==> config.mk <==
export PLATFORM = sky130hd
export DESIGN_NAME = bit_paridade_flat
export DESIGN_NICKNAME = d
export VERILOG_FILES = /design/src/rtl/bit_paridade_pkg.sv /design/src/rtl/bit_paridade_if.sv /design/src/rtl/bit_paridade_parity_xor6.sv /design/src/rtl/bit_paridade.sv /design/src/flat_wrapper.sv
export SDC_FILE = /design/constraint.sdc
export NUM_CORES = 1
export LEC_CHECK = 0
export CAP_MARGIN = 20
export CELL_PAD_IN_SITES_DETAIL_PLACEMENT = 1
export CELL_PAD_IN_SITES_GLOBAL_PLACEMENT = 1
export CORE_UTILIZATION = 30
export CTS_CLUSTER_SIZE = 8
export DETAILED_ROUTE_END_ITERATION = 8
export GPL_ROUTABILITY_DRIVEN = 0
export PLACE_DENSITY = 0.83
export SETUP_SLACK_MARGIN = 0.4
export SLEW_MARGIN = 20
export SYNTH_ARGS = -nofsm -noshare
export SYNTH_HDL_FRONTEND = slang
export SYNTH_SLANG_ARGS = --single-unit
==> constraint.sdc <==
create_clock -name clk -period 1.8 [get_ports clk]
set_input_delay 0.36 -clock clk [delete_from_list [all_inputs] [get_ports clk]]
set_output_delay 0.36 -clock clk [all_outputs]
set_load 0.01 [all_outputs]
==> src/rtl/bit_paridade_pkg.sv <==
// bit_paridade_pkg: shared constants and the even-parity helper for the parity checker
package bit_paridade_pkg;
  localparam int CNT_W_DEFAULT = 8;
  localparam int WORD_W = 6;
  function automatic logic parity_err(input logic [WORD_W-1:0] w);
    return ^w;
  endfunction
endpackage

==> src/rtl/bit_paridade_if.sv <==
// bit_paridade_if: word/parity input and check-result bus; master drives B1..B5/bitparidade/in_valid, slave returns saida/out_valid/erro_sticky/erro_cnt
interface bit_paridade_if
  import bit_paridade_pkg::*;
#(
  parameter int CNT_W = CNT_W_DEFAULT
) ();
  logic B1;
  logic B2;
  logic B3;
  logic B4;
  logic B5;
  logic bitparidade;
  logic in_valid;
  logic saida;
  logic out_valid;
  logic erro_sticky;
  logic [CNT_W-1:0] erro_cnt;
  modport master (
    output B1, B2, B3, B4, B5, bitparidade, in_valid,
    input  saida, out_valid, erro_sticky, erro_cnt
  );
  modport slave (
    input  B1, B2, B3, B4, B5, bitparidade, in_valid,
    output saida, out_valid, erro_sticky, erro_cnt
  );
endinterface

==> src/rtl/bit_paridade_parity_xor6.sv <==
// parity_xor6: combinational 6-input XOR; err=1 when the word plus its even-parity bit has odd weight (d -> err)
module parity_xor6
  import bit_paridade_pkg::*;
(
  input  logic [WORD_W-1:0] d,
  output logic              err
);
  assign err = parity_err(d);
endmodule

==> src/rtl/bit_paridade.sv <==
// bit_paridade: registered even-parity checker (clk, rst, bus slave) with sticky error flag and saturating error counter
module bit_paridade
  import bit_paridade_pkg::*;
#(
  parameter int CNT_W = CNT_W_DEFAULT
) (
  input logic           clk,
  input logic           rst,
  bit_paridade_if.slave bus
);
  logic err;
  parity_xor6 u_xor (
    .d  ({bus.B1, bus.B2, bus.B3, bus.B4, bus.B5, bus.bitparidade}),
    .err(err)
  );
  // every data-dependent update is gated by in_valid so idle-cycle data never reaches state
  always_ff @(posedge clk) begin
    if (rst) begin
      bus.saida       <= 1'b1;
      bus.out_valid   <= 1'b0;
      bus.erro_sticky <= 1'b0;
      bus.erro_cnt    <= '0;
    end else begin
      bus.out_valid <= bus.in_valid;
      if (bus.in_valid) begin
        bus.saida <= ~err;
        if (err) begin
          bus.erro_sticky <= 1'b1;
          bus.erro_cnt    <= (&bus.erro_cnt) ? bus.erro_cnt : bus.erro_cnt + 1'b1;
        end
      end
    end
  end
endmodule

==> src/flat_wrapper.sv <==
// flat-port wrapper written by rule: the top's interface ports become plain ports
module bit_paridade_flat import bit_paridade_pkg::*;
#(
  parameter int CNT_W = CNT_W_DEFAULT
)
  (clk, rst, bus_B1, bus_B2, bus_B3, bus_B4, bus_B5, bus_bitparidade, bus_in_valid, bus_saida, bus_out_valid, bus_erro_sticky, bus_erro_cnt);
  bit_paridade_if #(.CNT_W(CNT_W)) bus_i ();
  input logic clk;
  input logic rst;
  input wire logic [$bits(bus_i.B1)-1:0] bus_B1;
  input wire logic [$bits(bus_i.B2)-1:0] bus_B2;
  input wire logic [$bits(bus_i.B3)-1:0] bus_B3;
  input wire logic [$bits(bus_i.B4)-1:0] bus_B4;
  input wire logic [$bits(bus_i.B5)-1:0] bus_B5;
  input wire logic [$bits(bus_i.bitparidade)-1:0] bus_bitparidade;
  input wire logic [$bits(bus_i.in_valid)-1:0] bus_in_valid;
  output wire logic [$bits(bus_i.saida)-1:0] bus_saida;
  output wire logic [$bits(bus_i.out_valid)-1:0] bus_out_valid;
  output wire logic [$bits(bus_i.erro_sticky)-1:0] bus_erro_sticky;
  output wire logic [$bits(bus_i.erro_cnt)-1:0] bus_erro_cnt;
  assign bus_i.B1 = bus_B1;
  assign bus_i.B2 = bus_B2;
  assign bus_i.B3 = bus_B3;
  assign bus_i.B4 = bus_B4;
  assign bus_i.B5 = bus_B5;
  assign bus_i.bitparidade = bus_bitparidade;
  assign bus_i.in_valid = bus_in_valid;
  assign bus_saida = bus_i.saida;
  assign bus_out_valid = bus_i.out_valid;
  assign bus_erro_sticky = bus_i.erro_sticky;
  assign bus_erro_cnt = bus_i.erro_cnt;
  bit_paridade #(.CNT_W(CNT_W)) u_core (.clk(clk), .rst(rst), .bus(bus_i));
endmodule
==> key figures <==
Status
  – Outcome: completed

Power and ir drop
  – Logic pwr share: 32.8%
  – Clk network pwr share: 26.6%
  – Pwr Density: 727.0 nW/um^2
  – Peak VDD IR: 598.4 uV
  – Switching Power: 0.0001949 W
  – Leakage: 0.4052 nW
  – P_int: 0.0004809 W
  – Sequential power share: 40.5%
  – Sw Share: 28.84%

Setup path
  – FF-to-FF setup slack: 0.25 ns
  – Slowest cell delay on critical path: 0.52 ns
  – Setup CP Type: input pin to flip-flop
  – CP cell instances: clkbuf_2 -> xnor2_2 -> xnor3_2 -> nand3_4 -> or4_4 -> a21oi_2
  – Startpoint types: input pin
  – Crit. End Element: flip-flop
  – Crit path buffers/inverters: 1
  – Worst flop-to-flop path endpoint: u_core.bus.erro_cnt[5]
  – Crit-path leading delay family: simple AND/OR/NAND/NOR gates
  – Crit path DAT: 1.77 ns
  – WP data required: 2.01 ns
  – Critical path depth in cells: 6
  – Launching point of the worst reg2reg path: u_core.bus.erro_cnt[0]
  – Slowest stage cell on the critical path: or4_4
  – Reg2Reg Depth: 6
  – Crit-path max FO: 3

STA
  – Final hold vios: 0
  – Slew Viols, Final: 0
  – Final WS setup: 0.2471 ns
  – Hold WS: 0.4893 ns
  – Setup TNS: 0 ns
  – Tmin final: 1.553 ns
  – Slew HR: 82.75%
  – Worst slew pin tran: 0.2566 ns
  – RSZ-0062 raised after global routing: yes
  – Worst Clk Skew: 0.002756 ns
  – Period utilization: 86.27%
  – # setup viols final: 0
  – Max Freq: 0.6439 GHz

Hold path
  – Hold WC Path Type: flip-flop to flip-flop
  – HP Start: u_core.bus.erro_sticky
  – Min-Delay Path Depth: 2
  – Worst-case hold path end point: u_core.bus.erro_sticky

Routing
  – DR WL/cell: 15.84 um
  – Drt total wl: 1679 um
  – Initial DRC count: 10
  – DRC errors left: 0
  – ANT nets after route: 0
  – DR vias/cell: 5.321
  – Drt pass-1 iters: 6
  – Vias: 564

Final layout
  – Share of cells above drive strength 1: 47.78%
  – Ant. Diodes: 0
  – Final core utilization: 58.97%
  – Fillers: 169
  – P&R area growth vs syn: 75.65%
  – Layout Nets: 101

Logic synthesis
  – Synth Warn #: 0
  – Post-Syn Nets: 66
  – Yosys reg bits: 11
  – Mapped Area: 529.3 um^2
  – Seq/Total Area, Yosys: 41.61%
  – Netlist cell types: 23
  – Mapped Cells: 56
  – Mean Syn Cell Area: 9.451 um^2

Global routing
  – GRT Util Overall: 18.04%
  – First-pass GRT wire length: 2546 um
  – Initial antenna violation count: 0
  – Grt ovf: 0
  – Largest net degree at the start of global routing: 9
  – Vias in the first global route: 566

Die
  – Ports: 20
  – Chip width: 44 um
  – Core region area: 1577 um^2
  – Initial Utilization: 33.57%
  – Die height: 44 um
  – Num rows: 14
  – Die area: 1936 um^2

CTS
  – Later-pin clock latency in the skew report: 0.28 ns
  – TritonCTS Buffers: 3
  – Clock tree buffer depth: 2
  – Hold-fix buffers, CTS: 0
  – CTS H-tree lvls: 1
  – Clock sink count: 11
  – CTS Root Buffer Type: clkbuf_4
  – Clock slew at reported path FFs: 0.08 ns
  – CTS tree: yes

Run
  – Max Cap Violations: 0

Place
  – Port buffer count: 19
  – Pre-CTS WS: -0.2850 ns
  – Hpwl dp: 928.1 um
[area by class of cell]
type / count / area [um^2] / share of cell area [%]
multi-input combinational: 43 / 369.1 / 39.70
timing repair buffer: 32 / 281.5 / 30.28
sequential: 11 / 232.7 / 25.03
clock buffer: 4 / 26.28 / 2.826
tap: 16 / 20.02 / 2.153
[cells in the final DEF (no fill, tap or decap), types with 3 or more instances in the layout]
cell / count
buf_4: 8
or3_1: 3
dlygate4sd2_1: 11
buf_6: 8
a21oi_1: 5
dfxtp_1: 5
xnor2_2: 3
o21ai_0: 3
clkbuf_4: 3
dfxtp_2: 4
nand4_1: 3
nor2_1: 4
[worst min-delay path, stage by stage (launching register included)]
cell and delay [ns]:
dfxtp_1 0.33, a21oi_1 0.05, nor2_1 0.07
[cells in the mapped netlist]
master    number  share of area, %
dfxtp_1       11                42
a21oi_1        7               6.6
nor2_1         4               2.8
o21ai_0        4               3.8
or3_1          4               4.7
xnor2_1        4               6.6
nand4_1        3               3.5
nand2_1        2               1.4
nand3_1        2               1.9
nor2b_1        2               2.4
and2_1         1               1.2
and4_1         1               1.7
clkbuf_1       1              0.71
clkbuf_4       1               1.4
ha_1           1               2.4
mux2i_1        1               1.9
nand3_2        1               1.9
nand3_4        1               3.3
o31ai_1        1               1.4
or2_2          1               1.2
or4_1          1               1.4
xnor3_2        1               4.5
xor2_1         1               1.7
[cells by family (layout without fill, tap and decap cells)]
group                    Yosys count  count (layout)  synth area share [%]
adder cells (fa/ha/maj)            1               1                 2.364
XOR/XNOR                           6               6                 12.77
multiplexers                       1               1                 1.891
AND/OR/NAND/NOR                   23              23                 27.43
buffers and inverters              2              36                 2.128
AO/OA/AOI/OAI                     12              12                 11.82
flip-flops                        11              11                 41.61
[through the flow]
stage	instances	power [W]	cell area [um^2]
2_1_floorplan	56	0.0003532	529.3
3_3_place_gp	93	0.0004275	758.2
3_5_place_dp	93	0.0004296	758.2
4_1_cts	103	0.0006460	869.6
5_1_grt	106	0.0007155	929.6
6_report	106	0.0006758	929.6
[sequential cells by signal, summed over array words and instances (netlist names)]
name	flops
u_core.bus.out_valid	1
u_core.bus.erro_sticky	1
u_core.bus.saida	1
u_core.bus.erro_cnt	8
[power groups by stage]
stage / Clock, W / Sequential [W] / Combinational (W)
floorplan: 0 / 0.000283 / 0.0000703
global placement: 0 / 0.000277 / 0.000151
detailed placement: 0 / 0.000277 / 0.000153
CTS: 0.000182 / 0.000274 / 0.000190
global route: 0.000197 / 0.000276 / 0.000242
finish: 0.000180 / 0.000274 / 0.000222
[worst max-delay path by stage]
stage | end | from | slack, ns
3_3_place_gp | u_core.bus.erro_cnt[5] | bus_B1 | -0.25
5_1_grt | u_core.bus.erro_cnt[5] | u_core.bus.erro_cnt[1] | 0.21
4_1_cts | u_core.bus.erro_cnt[5] | bus_bitparidade | 0.25
3_5_place_dp | u_core.bus.erro_cnt[5] | bus_B2 | -0.29
2_1_floorplan | u_core.bus.erro_cnt[5] | bus_B2 | 0.14
6_report | u_core.bus.erro_cnt[5] | bus_B2 | 0.25
[layer usage]
layer	vias up	track usage (%)	share of wire [%]
met4	0	9.091	1.4
met5	-	0	0
met1	278	21.77	40
li1	268	-	-
met2	16	30.59	56
met3	2	2.917	3.3
[timing repair]
item / 4_1_cts / 5_1_grt
setup endpoints to repair: 21 / 8
pin swaps: 15 / 11
buffers inserted: 6 / 3
gates resized for setup: 49 / 15
(Power assumes the default switching activity.)
